$ cat config.mk
export PLATFORM = sky130hd
export DESIGN_NAME = projectile_pool
export DESIGN_NICKNAME = d
export VERILOG_FILES = /design/src/rtl/projectile_pkg.sv /design/src/rtl/projectile_slot.sv /design/src/rtl/projectile_pool.sv
export SDC_FILE = /design/constraint.sdc
export NUM_CORES = 1
export LEC_CHECK = 0
export ABC_CLOCK_PERIOD_IN_PS = 8600
export CAP_MARGIN = 15
export CELL_PAD_IN_SITES_DETAIL_PLACEMENT = 2
export CELL_PAD_IN_SITES_GLOBAL_PLACEMENT = 2
export CORE_ASPECT_RATIO = 1.75
export CORE_MARGIN = 8
export CORE_UTILIZATION = 30
export CTS_CLUSTER_SIZE = 8
export DETAILED_ROUTE_END_ITERATION = 12
export MAX_ROUTING_LAYER = met4
export PLACE_DENSITY = 0.7
export SLEW_MARGIN = 20
export SYNTH_ARGS = -nofsm -noshare
export SYNTH_HDL_FRONTEND = slang
export SYNTH_SLANG_ARGS = --single-unit
$ cat constraint.sdc
create_clock -name clk -period 8.6 [get_ports clk]
set_clock_uncertainty 0.15 [all_clocks]
set_input_delay 1.72 -clock clk [delete_from_list [all_inputs] [get_ports clk]]
set_output_delay 1.72 -clock clk [all_outputs]
set_load 0.1 [all_outputs]
$ cat src/rtl/projectile_pkg.sv
// Shared types for the projectile pool: slot lifecycle, shooter ownership and
// the signed fixed-point position format.
package projectile_pkg;
  localparam int FRAC_BITS = 6;
  localparam int POS_W     = 12 + FRAC_BITS;

  typedef enum logic [1:0] {IDLE = 2'd0, FLYING = 2'd1, HIT = 2'd2} slot_state_t;
  typedef enum logic {PLAYER = 1'b0, ENEMY = 1'b1} owner_t;
  typedef logic signed [POS_W-1:0] pos_t;
endpackage

$ cat src/rtl/projectile_slot.sv
// One projectile slot: lifecycle state, launch latch, fixed-point Y motion and
// the rectangle test of the current pixel against the slot.
module projectile_slot
  import projectile_pkg::*;
#(
  parameter int OBJ_W    = 32,
  parameter int OBJ_H    = 32,
  parameter int SCREEN_H = 480
) (
  input  logic        clk,
  input  logic        rst,
  input  logic        alloc_i,
  input  logic        enemy_i,
  input  logic [10:0] x_i,
  input  logic [10:0] y_i,
  input  logic [15:0] speed_i,
  input  logic        frame_i,
  input  logic        collide_i,
  input  logic        flush_i,
  input  logic [10:0] pixelX_i,
  input  logic [10:0] pixelY_i,
  output logic [1:0]  state_o,
  output logic        hit_o,
  output logic [10:0] offX_o,
  output logic [10:0] offY_o
);
  localparam logic signed [12:0] W13  = 13'(OBJ_W);
  localparam logic signed [12:0] H13  = 13'(OBJ_H);
  localparam logic signed [12:0] YMIN = 13'(-OBJ_H);
  localparam logic signed [12:0] YMAX = 13'(SCREEN_H);

  slot_state_t state_q, state_d;
  owner_t      owner_q, owner_d;
  logic [10:0] x_q, x_d;  // X never moves, so only its integer part is kept
  pos_t        y_q, y_d;
  logic [15:0] speed_q, speed_d;

  logic signed [POS_W:0] y_next;  // one guard bit so the off-screen test cannot wrap
  logic signed [12:0]    y_next_int, y_int, xs, px, py;
  logic                  retire;

  always_comb begin
    if (owner_q == ENEMY)
      y_next = {y_q[POS_W-1], y_q} + $signed({{(POS_W-15){1'b0}}, speed_q});
    else
      y_next = {y_q[POS_W-1], y_q} - $signed({{(POS_W-15){1'b0}}, speed_q});
    y_next_int = y_next[POS_W:FRAC_BITS];
    retire     = (owner_q == ENEMY) ? (y_next_int >= YMAX) : (y_next_int < YMIN);
  end

  always_comb begin
    state_d = state_q;
    owner_d = owner_q;
    x_d     = x_q;
    y_d     = y_q;
    speed_d = speed_q;
    if (flush_i) begin
      state_d = IDLE;
    end else begin
      case (state_q)
        IDLE: if (alloc_i) begin
          state_d = FLYING;
          owner_d = owner_t'(enemy_i);
          x_d     = x_i;
          y_d     = {1'b0, y_i, {FRAC_BITS{1'b0}}};
          speed_d = speed_i;
        end
        // a collision this cycle wins over the frame move
        FLYING: if (collide_i) begin
          state_d = HIT;
        end else if (frame_i) begin
          y_d = y_next[POS_W-1:0];
          if (retire) state_d = IDLE;
        end
        HIT: if (frame_i) state_d = IDLE;
        default: state_d = IDLE;
      endcase
    end
  end

  always_comb begin
    y_int  = {y_q[POS_W-1], y_q[POS_W-1:FRAC_BITS]};
    xs     = {2'b00, x_q};
    px     = {2'b00, pixelX_i};
    py     = {2'b00, pixelY_i};
    hit_o  = (state_q == FLYING) && (px >= xs) && (px < xs + W13) &&
             (py >= y_int) && (py < y_int + H13);
    offX_o = pixelX_i - x_q;
    offY_o = 11'(py - y_int);
  end

  always_ff @(posedge clk or posedge rst) begin
    if (rst) begin
      state_q <= IDLE;
      owner_q <= PLAYER;
      x_q     <= '0;
      y_q     <= '0;
      speed_q <= '0;
    end else begin
      state_q <= state_d;
      owner_q <= owner_d;
      x_q     <= x_d;
      y_q     <= y_d;
      speed_q <= speed_d;
    end
  end

  assign state_o = state_q;
endmodule

$ cat src/rtl/projectile_pool.sv
// Pool of projectile slots shared by player and enemy: fire edge detection,
// slot allocation, collision routing, prioritised draw mux and live count.
module projectile_pool
  import projectile_pkg::*;
#(
  parameter int NUM_SLOTS            = 4,
  parameter int OBJ_W                = 32,
  parameter int OBJ_H                = 32,
  parameter int SCREEN_H             = 480,
  parameter int PLAYER_SPEED         = 300,
  parameter int PLAYER_POWERUP_SPEED = 500,
  parameter int ENEMY_BASE_SPEED     = 130,
  parameter int LEVEL_SPEED_MOD      = 10
) (
  input  logic        clk,
  input  logic        resetN,
  input  logic        startOfFrame,
  input  logic [10:0] pixelX,
  input  logic [10:0] pixelY,
  input  logic        shootRequestPlayer,
  input  logic [10:0] playerX,
  input  logic [10:0] playerY,
  input  logic        shootRequestEnemy,
  input  logic [10:0] enemyX,
  input  logic [10:0] enemyY,
  input  logic        speedPowerup,
  input  logic [3:0]  level,
  input  logic        collision,
  input  logic        endLevel,
  output logic        beingShot,
  output logic        shotDropped,
  output logic [3:0]  activeCount,
  output logic        drawingRequest,
  output logic [2:0]  drawSlot,
  output logic [10:0] offsetX,
  output logic [10:0] offsetY
);
  logic rst;
  assign rst = resetN;  // despite the name, 1 = reset

  logic [NUM_SLOTS-1:0]       idle, alloc_p, alloc_e, collide, hit;
  logic [NUM_SLOTS-1:0][1:0]  st;
  logic [NUM_SLOTS-1:0][10:0] off_x, off_y;
  logic [15:0] player_speed, enemy_speed;
  logic        p_rise, e_rise, p_ok, e_ok;
  logic        prevP_q, prevE_q, beingShot_q, shotDropped_q;
  logic        draw_q, draw_d;
  logic [2:0]  slot_q, slot_d;
  logic [10:0] offX_q, offX_d, offY_q, offY_d;
  logic [3:0]  count;

  assign p_rise       = shootRequestPlayer & ~prevP_q;
  assign e_rise       = shootRequestEnemy & ~prevE_q;
  assign player_speed = speedPowerup ? 16'(PLAYER_POWERUP_SPEED) : 16'(PLAYER_SPEED);
  assign enemy_speed  = 16'(ENEMY_BASE_SPEED) + 16'(level) * 16'(LEVEL_SPEED_MOD);

  // Player gets the lowest idle slot, enemy the lowest one the player left.
  always_comb begin
    alloc_p = '0;
    alloc_e = '0;
    p_ok    = 1'b0;
    e_ok    = 1'b0;
    if (!endLevel) begin
      for (int i = 0; i < NUM_SLOTS; i++)
        if (p_rise && !p_ok && idle[i]) begin
          alloc_p[i] = 1'b1;
          p_ok       = 1'b1;
        end
      for (int i = 0; i < NUM_SLOTS; i++)
        if (e_rise && !e_ok && idle[i] && !alloc_p[i]) begin
          alloc_e[i] = 1'b1;
          e_ok       = 1'b1;
        end
    end
  end

  for (genvar g = 0; g < NUM_SLOTS; g++) begin : g_slot
    assign idle[g]    = (st[g] == IDLE);
    assign collide[g] = collision && draw_q && (slot_q == 3'(g));

    projectile_slot #(
      .OBJ_W(OBJ_W), .OBJ_H(OBJ_H), .SCREEN_H(SCREEN_H)
    ) u_slot (
      .clk      (clk),
      .rst      (rst),
      .alloc_i  (alloc_p[g] | alloc_e[g]),
      .enemy_i  (alloc_e[g]),
      .x_i      (alloc_e[g] ? enemyX : playerX),
      .y_i      (alloc_e[g] ? enemyY : playerY),
      .speed_i  (alloc_e[g] ? enemy_speed : player_speed),
      .frame_i  (startOfFrame),
      .collide_i(collide[g]),
      .flush_i  (endLevel),
      .pixelX_i (pixelX),
      .pixelY_i (pixelY),
      .state_o  (st[g]),
      .hit_o    (hit[g]),
      .offX_o   (off_x[g]),
      .offY_o   (off_y[g])
    );
  end

  // Scan downwards so the lowest-index hitting slot is the last one written.
  always_comb begin
    draw_d = 1'b0;
    slot_d = '0;
    offX_d = '0;
    offY_d = '0;
    for (int i = NUM_SLOTS - 1; i >= 0; i--)
      if (hit[i]) begin
        draw_d = 1'b1;
        slot_d = 3'(i);
        offX_d = off_x[i];
        offY_d = off_y[i];
      end
  end

  always_comb begin
    count = '0;
    for (int i = 0; i < NUM_SLOTS; i++) count = count + {3'b000, ~idle[i]};
  end

  always_ff @(posedge clk or posedge rst) begin
    if (rst) begin
      prevP_q       <= 1'b0;
      prevE_q       <= 1'b0;
      beingShot_q   <= 1'b0;
      shotDropped_q <= 1'b0;
      draw_q        <= 1'b0;
      slot_q        <= '0;
      offX_q        <= '0;
      offY_q        <= '0;
    end else begin
      prevP_q       <= shootRequestPlayer;
      prevE_q       <= shootRequestEnemy;
      beingShot_q   <= p_ok | e_ok;
      shotDropped_q <= (p_rise & ~p_ok) | (e_rise & ~e_ok);
      draw_q        <= draw_d;
      slot_q        <= slot_d;
      offX_q        <= offX_d;
      offY_q        <= offY_d;
    end
  end

  assign beingShot      = beingShot_q;
  assign shotDropped    = shotDropped_q;
  assign activeCount    = count;
  assign drawingRequest = draw_q;
  assign drawSlot       = slot_q;
  assign offsetX        = offX_q;
  assign offsetY        = offY_q;
endmodule

Word level (Yosys, flattened, before mapping)
Cells that the tools add are included.

word-level totals
  word-level logic and storage cells = 313
  flip-flop bits (word level) = 222
  input bits = 78

operators by class
  bitwise gates (word level) = 19
  reductions and logical operators = 69
  add/subtract/negate cells = 28
  $mul = 1
  muxes and demuxes = 105
  equal/unequal tests = 39
  $lt $le $gt $ge = 24

operators by type and width
  operator                 number
  $mux W18                 12
  $mux W11                 16
  $pmux W18 S2             4
  $lt A12 B13 Y1           8
  $sub A11 B11 Y11         8
  $add A18 B17 Y19         4
  $mux W19                 4
  $sub A18 B17 Y19         4
  $add A12 B7 Y13 const B  4
  $ge A13 B10 Y1 const B   4
  $lt A13 B6 Y1 const B    4
  $add A11 B6 Y12 const B  4
  $ge A12 B12 Y1           4
  $ge A11 B11 Y1           4
  $mux W2                  22
  $logic_and A1 B1 Y1      39
  $mux W9                  4
  $mux W1                  33
  $pmux W2 S3              4
  $reduce_and A5 Y1        4
  $ne A2 B2 Y1 const B     8
  $ne A4 B2 Y1 const B     4
  $ne A4 B3 Y1 const B     4
  $reduce_and A4 Y1        4
  23 further kinds         75

Longest topological paths before layout
Gate-level depths: netlist of the first run.

  depth after elaboration = 31
  gate-level depth with buffers = 17
  gate-level depth less buffers = 16

Cells and area by module
From an unflattened synthesis of the first run, not the netlist that was laid out.

second synthesis, totals
  cells, all modules = 2713
  area total of the unflattened synthesis = 21897.3 µm²

modules (own cells, without submodules)
  module                              area an instance (µm²)  cells an instance  instances  seq. area each (µm²)
  projectile_slot (g_slot[2].u_slot)  4679.5                  564                1          1201.2
  projectile_slot (g_slot[0].u_slot)  4645.7                  546                1          1201.2
  projectile_slot (g_slot[1].u_slot)  4625.7                  570                1          1201.2
  projectile_slot (g_slot[3].u_slot)  4581.9                  563                1          1201.2
  projectile_pool                     3364.5                  470                1          725.7

Worst setup path before layout of the first run
OpenSTA, ideal clock, no wires.

  kind = input to register
  from = in pixelY[0]
  to = reg offX_q[4] (netlist: offsetX[4])
  required time = 8.323 ns
  slack = 3.912 ns
  arrival time = 4.411 ns
  setup time = 0.127 ns
  stages on the path = 15
  cells stage by stage = inv_1 ha_1 inv_1 fa_1 a21o_1 a21o_1 a221oi_2 o21ai_1 a2111oi_0 nor3_1 nand3_1 nor2_4 buf_4 a221oi_1 nor2_1

between the ends
  longest elaborated chain between the ends = 7
  elaborated cells between the ends (all ways) = 20

ends and longest elaborated chain
  what                    RTL line                text
  start, declared         projectile_pool.sv:19   input logic [10:0] pixelY,
  $ge A12 B12 Y1          projectile_slot.sv:87   (py >= y_int) && (py < y_int + H13);
  $logic_and A1 B1 Y1     projectile_slot.sv:86   hit_o = (state_q == FLYING) && (px >= xs) && (px < xs + W13) &&
  $logic_and A1 B1 Y1     projectile_slot.sv:87
  $mux W11 (3 in series)  projectile_pool.sv:110  if (hit[i]) begin
  $mux W11 (*)            projectile_pool.sv:110
  named net offX_d[4]     projectile_pool.sv:49   logic [10:0] offX_q, offX_d, offY_q, offY_d;
  end signal, assigned    projectile_pool.sv:131  offX_q <= '0;
  end signal, assigned    projectile_pool.sv:140  offX_q <= offX_d;
  end, declared           projectile_pool.sv:49

Mark *: on every way through the listed nets, which the timed path passes. The rest lies on a longest branch.
A chain may end at the register's enable or synchronous reset.

==> metrics list, run 1 <==
- The first detailed-routing pass took 5 iterations.
* Outcome: finished, final reports clean
- PostCTS Resize Cnt: 0
- Setup total negative slack on the finished layout was measured at 0 ps.
- Final weighted congestion in routability-driven placement: 0.958
- For this block, the routed nets add up to 93.8 mm of wire.
- After detailed routing, the number of remaining DRC violations is 0.
- The die is around 210 um wide.
- Maximum operating frequency: 176 MHz
* Number of antenna violations at the first check in global routing: 5
- Clock tree from TritonCTS: done
* Most frequent cells in the layout: 252 x sky130_fd_sc_hd__nand2_1, 239 x sky130_fd_sc_hd__ha_1, 221 x sky130_fd_sc_hd__a21oi_1, 185 x sky130_fd_sc_hd__dfrtp_1, 182 x sky130_fd_sc_hd__nor2_1
- The detail route stage leaves a number of antenna-violating nets equal to 0.
- The floorplan has 122 rows.
- Counting flops and latches in the post-synthesis netlist gives between 150 and 200.
- Yosys warnings: 0
- In this run the post-CTS setup repair buffer count came out at 0.
- In the final design database the tool counted between 2000 and 3000 nets.
- In this run, synthesis inferred 0 flip-flops with an integrated enable.
- CP max FO: 33
* Total die area: 72600 um^2
- STA classifies the critical path endpoint as a register.
* HPWL reported at the end of detailed placement: about 76 mm
- For the worst-skew pair, the clock arrives at the later sink with an insertion delay of 490 ps.
* Critical path data required time: around 8800 ps
- Synth Area per Inst: 8.09 um^2
* Worst-Margin Slew: 1130 ps
- Final Setup Violations: 0
- Post-CTS Hold Fix Bufs: 0
- 110 I/O pins were placed.
- For this design the static power due to leakage is 9.52 nW.
- Counting every sink on the clock net gives 185.
- In this run the standard cell core region covers approximately 63000 um^2.
- Sequential area share after synthesis: 0.241
* Netlist cell types: 94
- Setup Slack @ Placement: 2610 ps
* Via count: ~19000
* Async set-or-reset flop fraction in the synthesized netlist: 1.00
- Overall Global Routing Usage: 0.263
- For this configuration, the core starts out at a cell density of 0.303.
- In the synthesized netlist the dominant register cell turns out to be sky130_fd_sc_hd__dfrtp_1.
* Setup repair after global routing missed its margin: no
* CTS max path bufs: 2
- Normalized max-slew margin: 0.244
- Counting the buffers created by CTS gives 17.
- Die span in y: ~350 um
- In the final layout, the share of cells above drive strength 1 is 0.0538.
- Max-cap violation count: 0
- Final period util: 0.660
* Number of H-tree branching levels: 4
- Count of input and output buffers: 107
- Violation count after the first detailed-routing iteration: 788
- Via density per instance: between 5 and 6
- Pin count of the biggest net entering global routing: 67
* Power per unit of standard cell area: 408 nW/um^2
- The critical path is of the reg2reg type.
* Final Hold Fails: 0
- Average wire per cell in the routed design: 28.8 um
* Area growth, synth to finish: 14.0%
- Min-delay worst type: reg2reg
* CP startpoint kind: register
- After synthesis the cells add up to 19200 um^2.
- Final-report max-slew violation count: 0
- CTS placed an instance of sky130_fd_sc_hd__clkbuf_16 at the clock tree root.
- Clock transition at the register clock pins on the worst setup and hold paths after CTS: 80 ps
- Summed over all layers, the global routing overflow is 0.
- Across the VDD grid, the largest voltage drop is 0.227 mV.
- Global-route wire length before repair: ~140 mm
- Gate Count Post-Synth: 2370
- Smallest setup slack after layout: 2920 ps
- The number of global-route vias before repair is 21690.
- Period minus WS final: ~5700 ps
* Arrival time reported for the critical path endpoint: 5910 ps
- Most frequent standard cell in the layout excluding fill and tap cells: sky130_fd_sc_hd__nand2_1
cells by family after synthesis:
| group | after synthesis | share of synthesized area |
|---|---|---|
| buf+inv | 253 | 0.0523 |
| compound gates | 689 | 0.235 |
| simple gates | 753 | 0.186 |
| flops | 185 | 0.241 |
| mux | 63 | 0.0336 |
| other cells | 1 | 0.000196 |
| fa+ha+maj | 254 | 0.171 |
| xor+xnor | 172 | 0.0801 |
per-layer routing:
| layer | part of all wire | vias to the layer above | track usage |
|---|---|---|---|
| li1 | - | 8581 | - |
| met1 | 0.34 | 9661 | 0.233 |
| met2 | 0.54 | 464 | 0.502 |
| met3 | 0.031 | 269 | 0.0323 |
| met4 | 0.086 | 0 | 0.203 |
| met5 | 0 | - | - |
state kept, by name, indices dropped and copies added, names as in the netlist, 2 cells and up:
signal,count
drawSlot,2
g_slot.u_slot.owner_q,4
g_slot.u_slot.speed_q,32
g_slot.u_slot.state_o,8
g_slot.u_slot.x_q,44
g_slot.u_slot.y_q,68
offsetX,11
offsetY,11
per-stage QoR:
stage	hold WS, ps	std cells	area, um^2	utilization	total power (W)
floorplan	300	2371	19200	-	0.00585
CTS	359	3261	21800	0.346	0.00894
detailed placement	340	3229	21200	0.336	0.00795
finish	349	3263	21900	0.346	0.00892
global route	372	3263	21900	0.346	0.00951
global placement	316	3228	21200	0.335	0.00764
report_power, final:
| group | switching [W] | leakage (nW) | internal [W] |
|---|---|---|---|
| clock | 0.000449 | 0.312 | 0.000471 |
| combinational | 0.00397 | 6.89 | 0.00237 |
| sequential | 0.000473 | 2.32 | 0.00118 |
| total | 0.00489 | 9.52 | 0.00403 |
area by class of cell:
cell class                 count  area, um^2
fill                        7286       41300
clock inverter                15         203
sequential                   185        4630
antenna                        2        5.00
multi-input combinational   1933       13700
clock buffer                  17         425
inverter                     173         657
tap                          806        1010
timing repair buffer         132        1270
critical path, cell delays in order (launching register included):
cell	delay (ps)
sky130_fd_sc_hd__dfrtp_1	420
sky130_fd_sc_hd__or3_1	440
sky130_fd_sc_hd__nor3_1	540
sky130_fd_sc_hd__nor3b_1	280
sky130_fd_sc_hd__ha_1	260
sky130_fd_sc_hd__mux2_2	270
sky130_fd_sc_hd__ha_1	210
sky130_fd_sc_hd__or3_1	390
sky130_fd_sc_hd__o21a_2	290
sky130_fd_sc_hd__nor3b_1	180
sky130_fd_sc_hd__nor3_1	610
sky130_fd_sc_hd__nor3_2	120
sky130_fd_sc_hd__a2111oi_4	410
sky130_fd_sc_hd__o211a_4	580
sky130_fd_sc_hd__mux2_2	400
synth_stat cells, types with 6 or more instances:
cell type                   instances  area, um^2
sky130_fd_sc_hd__nand2_1          252         946
sky130_fd_sc_hd__ha_1             239        2990
sky130_fd_sc_hd__a21oi_1          221        1110
sky130_fd_sc_hd__dfrtp_1          185        4630
sky130_fd_sc_hd__nor2_1           183         687
sky130_fd_sc_hd__inv_1            170         638
sky130_fd_sc_hd__o21ai_0          131         656
sky130_fd_sc_hd__xnor2_1          102         893
sky130_fd_sc_hd__nand3_1           70         350
sky130_fd_sc_hd__xor2_1            68         596
sky130_fd_sc_hd__a21o_1            60         450
sky130_fd_sc_hd__clkbuf_1          58         218
sky130_fd_sc_hd__mux2i_1           52         521
sky130_fd_sc_hd__nor3_1            48         240
sky130_fd_sc_hd__nor2b_1           43         269
sky130_fd_sc_hd__nand2b_1          41         257
sky130_fd_sc_hd__a31oi_1           29         181
sky130_fd_sc_hd__nand4_1           25         156
sky130_fd_sc_hd__a211oi_1          24         180
sky130_fd_sc_hd__o21a_1            23         173
sky130_fd_sc_hd__o31ai_1           21         158
sky130_fd_sc_hd__a22oi_1           19         143
sky130_fd_sc_hd__a221oi_1          15         131
sky130_fd_sc_hd__o21bai_1          15         113
sky130_fd_sc_hd__fa_1              14         280
sky130_fd_sc_hd__o211ai_1          14         105
sky130_fd_sc_hd__or2_2             14        87.6
sky130_fd_sc_hd__and3_1            12        75.1
sky130_fd_sc_hd__mux2_2            11         124
sky130_fd_sc_hd__a22o_1            10        87.6
sky130_fd_sc_hd__a31oi_2           10         125
sky130_fd_sc_hd__and2_1            10        62.6
sky130_fd_sc_hd__nor4_1            10        62.6
sky130_fd_sc_hd__a21boi_0           8        60.1
sky130_fd_sc_hd__buf_2              8        40.0
sky130_fd_sc_hd__o21ai_1            8        40.0
sky130_fd_sc_hd__o22ai_1            8        50.1
sky130_fd_sc_hd__nor3b_1            7        52.6
sky130_fd_sc_hd__or3_1              7        43.8
sky130_fd_sc_hd__a2111oi_0          6        52.6
sky130_fd_sc_hd__buf_4              6        45.0
sky130_fd_sc_hd__or4_1              6        45.0
path summary, 6_finish.rpt:
check	startpoint	to	depth (start not counted)	slack, ps
setup / recovery	g_slot[1].u_slot.speed_q[4]$_DFFE_PP0P_	g_slot[1].u_slot.speed_q[3]$_DFFE_PP0P_	14	2920
hold / removal	g_slot[2].u_slot.y_q[4]$_DFFE_PP0P_	g_slot[2].u_slot.y_q[4]$_DFFE_PP0P_	2	350
setup reg to reg	g_slot[1].u_slot.speed_q[4]$_DFFE_PP0P_	g_slot[1].u_slot.speed_q[3]$_DFFE_PP0P_	14	2920
hold reg to reg	g_slot[2].u_slot.y_q[4]$_DFFE_PP0P_	g_slot[2].u_slot.y_q[4]$_DFFE_PP0P_	2	350
max in group asynchronous	resetN	g_slot[0].u_slot.y_q[5]$_DFFE_PP0P_	3	5330
min in group asynchronous	resetN	g_slot[3].u_slot.x_q[8]$_DFFE_PP0P_	2	1520
Power figures use the tool's default switching activity.
==> run 2: changes to the inputs <==
ABC_CLOCK_PERIOD_IN_PS = 5300   (was 8600)
clock period = 5.3 ns   (was 8.6 ns; I/O delays follow)
==> run 2 against run 1 <==
  * Final area is 1.3% higher
  * Worst setup slack worse by 2600 ps
  * Final cell count is 1.4% higher
  * Critical endpoint is now g_slot[1].u_slot.x_q[8]$_DFFE_PP0P_
  * Largest power group unchanged
==> metrics list, run 2 (synthesized netlist as in run 1, its figures left out) <==
- The post-route DRC violation count is 0 (unchanged).
* FF-to-FF setup slack: 300 ps (-2630 ps)
* Final period util: 0.944 (+0.284)
- Post-layout power: 0.0143 W (+61%)
- Vias in the first global route: 21388 (-1.4%)
* Count of input and output buffers: 107 (unchanged)
- Met3 capacity usage during global routing: 0.0283 (-0.00393)
- CTS max path bufs: 2 (unchanged)
- The first-pass iteration count of the detailed router came to 5 (unchanged).
- The detailed-route vias per instance came to 5.71 (-1.8%).
- The overall global routing resource usage is 0.262 (-0.000746).
- Postcts setup bufs: 0 (unchanged)
- Critical path depth: 17 (+3)
- Relative to the synthesized area, the layout overhead comes to 15.5%.
- The final antenna-violating net count is 0 (unchanged).
- The clock transition at the registers of the reported paths was 90 ps (about the same).
* Buffers and inverters on the worst path: 1 (+1)
- The die footprint came to 72600 um^2 (unchanged).
- Capturing instance or port of the critical path: g_slot[1].u_slot.x_q[8]$_DFFE_PP0P_
* Total number of placement rows: 122 (unchanged)
- PostCTS Resize Cnt: 0 (unchanged)
- Filler Cells Inserted: 7259 (-0.37%)
- Flip-flop count of the largest register after layout: 68 (unchanged)
* Average wire per cell in the routed design: 28.1 um (-2.3%)
- STA classifies the critical path startpoint as a register.
- Final Setup Violations: 0 (unchanged)
- Clock tree from TritonCTS: done
* Critical path data required time: 5570 ps (-3270 ps)
* Setup total negative slack: 0 ps (unchanged)
* Initial cell density of the core: 0.303 (unchanged)
- Routing usage on met1: 0.235 (+0.00256)
- The total clock buffers created by CTS came to 17 (unchanged).
- CP most frequent cell: sky130_fd_sc_hd__ha_1
- The critical path is of the reg2reg type.
- The maximum clock frequency came to 200 MHz (+13%).
- Min-delay worst type: reg2reg
- The leakage power total came to 9.72 nW (+2.0%).
* Layer with the highest usage: met2
* Violation count after the first detailed-routing iteration: 696 (-12%)
- The total power per unit cell area is 646 nW/um^2 (+59%).
- Largest stage delay on the critical path: 560 ps (-50 ps)
- Outcome: finished, final reports clean
* Core area: 63200 um^2 (unchanged)
* Critical path's slowest cell: sky130_fd_sc_hd__or4_4
* FF/Latch Area: 4630 um^2 (unchanged)
- The chip height is 350 um (unchanged).
* Period minus WS final: 5000 ps (-671 ps)
- The max-cap check violation count was 0 (unchanged).
* Reg-to-reg critical path startpoint: g_slot[1].u_slot.speed_q[4]$_DFFE_PP0P_
* Total clock sinks: 185 (unchanged)
- Pin count of the biggest net entering global routing: 84 (+25%)
- Leaving out fill and tap cells, the most frequent cell in the layout is sky130_fd_sc_hd__nand2_1.
- The number of antenna violations at the first check in global routing is 3 (-2).
* Via count: 18899 (-0.40%)
- The worst reg2reg path depth came to 17 (+3).
- Clock latency of the later-clocked register in the worst-skew pair: 500 ps (about the same)
* Routed wire length: 93.0 mm (-0.92%)
- Final-report max-slew violation count: 0 (unchanged)
- Setup repair after global routing left no endpoint under its margin.
* Registers with the most flip-flops: g_slot.u_slot.y_q x68, g_slot.u_slot.x_q x44, g_slot.u_slot.speed_q x32
- The detailed-placement wirelength estimate is 77.3 mm (+1.6%).
- Final Hold Fails: 0 (unchanged)
- Number of ports placed on the die boundary: 110 (unchanged)
* Normalized max-slew margin: 0.266 (+0.0215)
- Cell-by-cell trace of the critical path: or3_1 > nor3_1 > nor3b_1 > ha_1 > mux2_2 > ha_1 > nand2_1 > a21oi_1 > a21boi_2 > or4_4 > and2_4 > xnor3_2 > a2111oi_4 > o211a_4 > buf_12 > nor2_1 > a31oi_2
* Launch point of the worst path: g_slot[1].u_slot.speed_q[4]$_DFFE_PP0P_
- The largest voltage drop on the vdd net is 0.352 mV (+55%).
* Top delay family on crit path: simple AND/OR/NAND/NOR gates
- Area used by multi-input combinational logic: 13600 um^2 (-0.16%)
- The met2 layer usage reported by global route came to 0.502 (about the same).
- Share of layout cells above drive strength 1: 0.0716 (+0.0178)
- Global-route wire length before repair: 138 mm (+0.14%)
* Buffer type at the clock tree root: sky130_fd_sc_hd__clkbuf_16
* Worst r2r dst: g_slot[1].u_slot.x_q[8]$_DFFE_PP0P_
- The transition time of the tightest slew-check pin is 1100 ps (-29.5 ps).
* CP max FO: 23 (-30%)
- The endpoint arrival time on the critical path is 5270 ps (-640 ps).
* Most frequent cells in the layout: 252 x sky130_fd_sc_hd__nand2_1, 239 x sky130_fd_sc_hd__ha_1, 221 x sky130_fd_sc_hd__a21oi_1, 185 x sky130_fd_sc_hd__dfrtp_1, 182 x sky130_fd_sc_hd__nor2_1
- The horizontal die dimension was 207 um (unchanged).
- The level count of the clock H-tree came to 4 (unchanged).
* Critical path endpoint category: register
- The last weighted congestion value of the routability-driven placer was 0.953 (-0.50%).
* Total overflow reported by the global router: 0 (unchanged)
- The hold buffer count at CTS came to 0 (unchanged).
- The count of nets after finishing came to 2818 (+1.6%).
- Register ranked first by flip-flop count: g_slot.u_slot.y_q
run 2: changes by cell type in the layout (fill, tap and decap cells not counted), moves of 3 or more:
cell / previous run / this run
sky130_fd_sc_hd__bufinv_16: 3 / 0
sky130_fd_sc_hd__clkdlybuf4s50_1: 107 / 104
sky130_fd_sc_hd__buf_12: 0 / 5
sky130_fd_sc_hd__buf_4: 24 / 68
sky130_fd_sc_hd__clkinvlp_4: 0 / 3
sky130_fd_sc_hd__inv_6: 5 / 8
sky130_fd_sc_hd__inv_8: 4 / 1
run 2: how the worst min path moves through the flow:
stage,start,to,slack [ps],cells after the start
6_report,g_slot[3].u_slot.y_q[1]$_DFFE_PP0P_,g_slot[3].u_slot.y_q[1]$_DFFE_PP0P_,350,2
5_1_grt,g_slot[2].u_slot.y_q[4]$_DFFE_PP0P_,g_slot[2].u_slot.y_q[4]$_DFFE_PP0P_,390,2
4_1_cts,g_slot[3].u_slot.y_q[1]$_DFFE_PP0P_,g_slot[3].u_slot.y_q[1]$_DFFE_PP0P_,360,2
3_5_place_dp,g_slot[2].u_slot.y_q[4]$_DFFE_PP0P_,g_slot[2].u_slot.y_q[4]$_DFFE_PP0P_,340,2
3_3_place_gp,g_slot[3].u_slot.y_q[1]$_DFFE_PP0P_,g_slot[3].u_slot.y_q[1]$_DFFE_PP0P_,320,2
2_1_floorplan,g_slot[2].u_slot.y_q[3]$_DFFE_PP0P_,g_slot[2].u_slot.y_q[3]$_DFFE_PP0P_,300,2
run 2: final cells by class:
| class | count | area share |
|---|---|---|
| well taps | 806 | 0.0455 |
| clock inverters | 15 | 0.00593 |
| repair buffers | 177 | 0.0746 |
| inverters | 173 | 0.0295 |
| diodes | 2 | 0.000226 |
| flip-flops and latches | 185 | 0.209 |
| clock buffers | 17 | 0.0192 |
| multi-input cells | 1933 | 0.616 |
run 2: routing by layer:
metal | up-vias | wire [um]
met2 | 370 | 51000
met5 | - | 0
met1 | 9593 | 32300
met4 | 0 | 7890
li1 | 8689 | -
met3 | 247 | 1810
run 2: metrics by stage:
stage               hold WS [ps]  worst slack [ps]  cells  instance area, um^2   util
finish                       350               296   3308                22200  0.351
global route                 395              28.1   3308                22200  0.351
CTS                          361               296   3306                22100  0.350
detailed placement           343              43.9   3274                21600  0.342
global placement             317               160   3274                21600  0.342
floorplan                    300               716   2371                19200      -
run 2: worst reg2reg max path, cell delays in order (launching register included):
cell and delay, ps:
sky130_fd_sc_hd__dfrtp_1 420, sky130_fd_sc_hd__or3_1 440, sky130_fd_sc_hd__nor3_1 220, sky130_fd_sc_hd__nor3b_1 270
sky130_fd_sc_hd__ha_1 270, sky130_fd_sc_hd__mux2_2 270, sky130_fd_sc_hd__ha_1 330, sky130_fd_sc_hd__nand2_1 60
sky130_fd_sc_hd__a21oi_1 220, sky130_fd_sc_hd__a21boi_2 110, sky130_fd_sc_hd__or4_4 560, sky130_fd_sc_hd__and2_4 190
sky130_fd_sc_hd__xnor3_2 380, sky130_fd_sc_hd__a2111oi_4 230, sky130_fd_sc_hd__o211a_4 310, sky130_fd_sc_hd__buf_12 220
sky130_fd_sc_hd__nor2_1 130, sky130_fd_sc_hd__a31oi_2 150
run 2: power breakdown:
group          switching, W  internal (W)
registers          0.000771       0.00192
clock network      0.000739      0.000620
logic               0.00633       0.00394
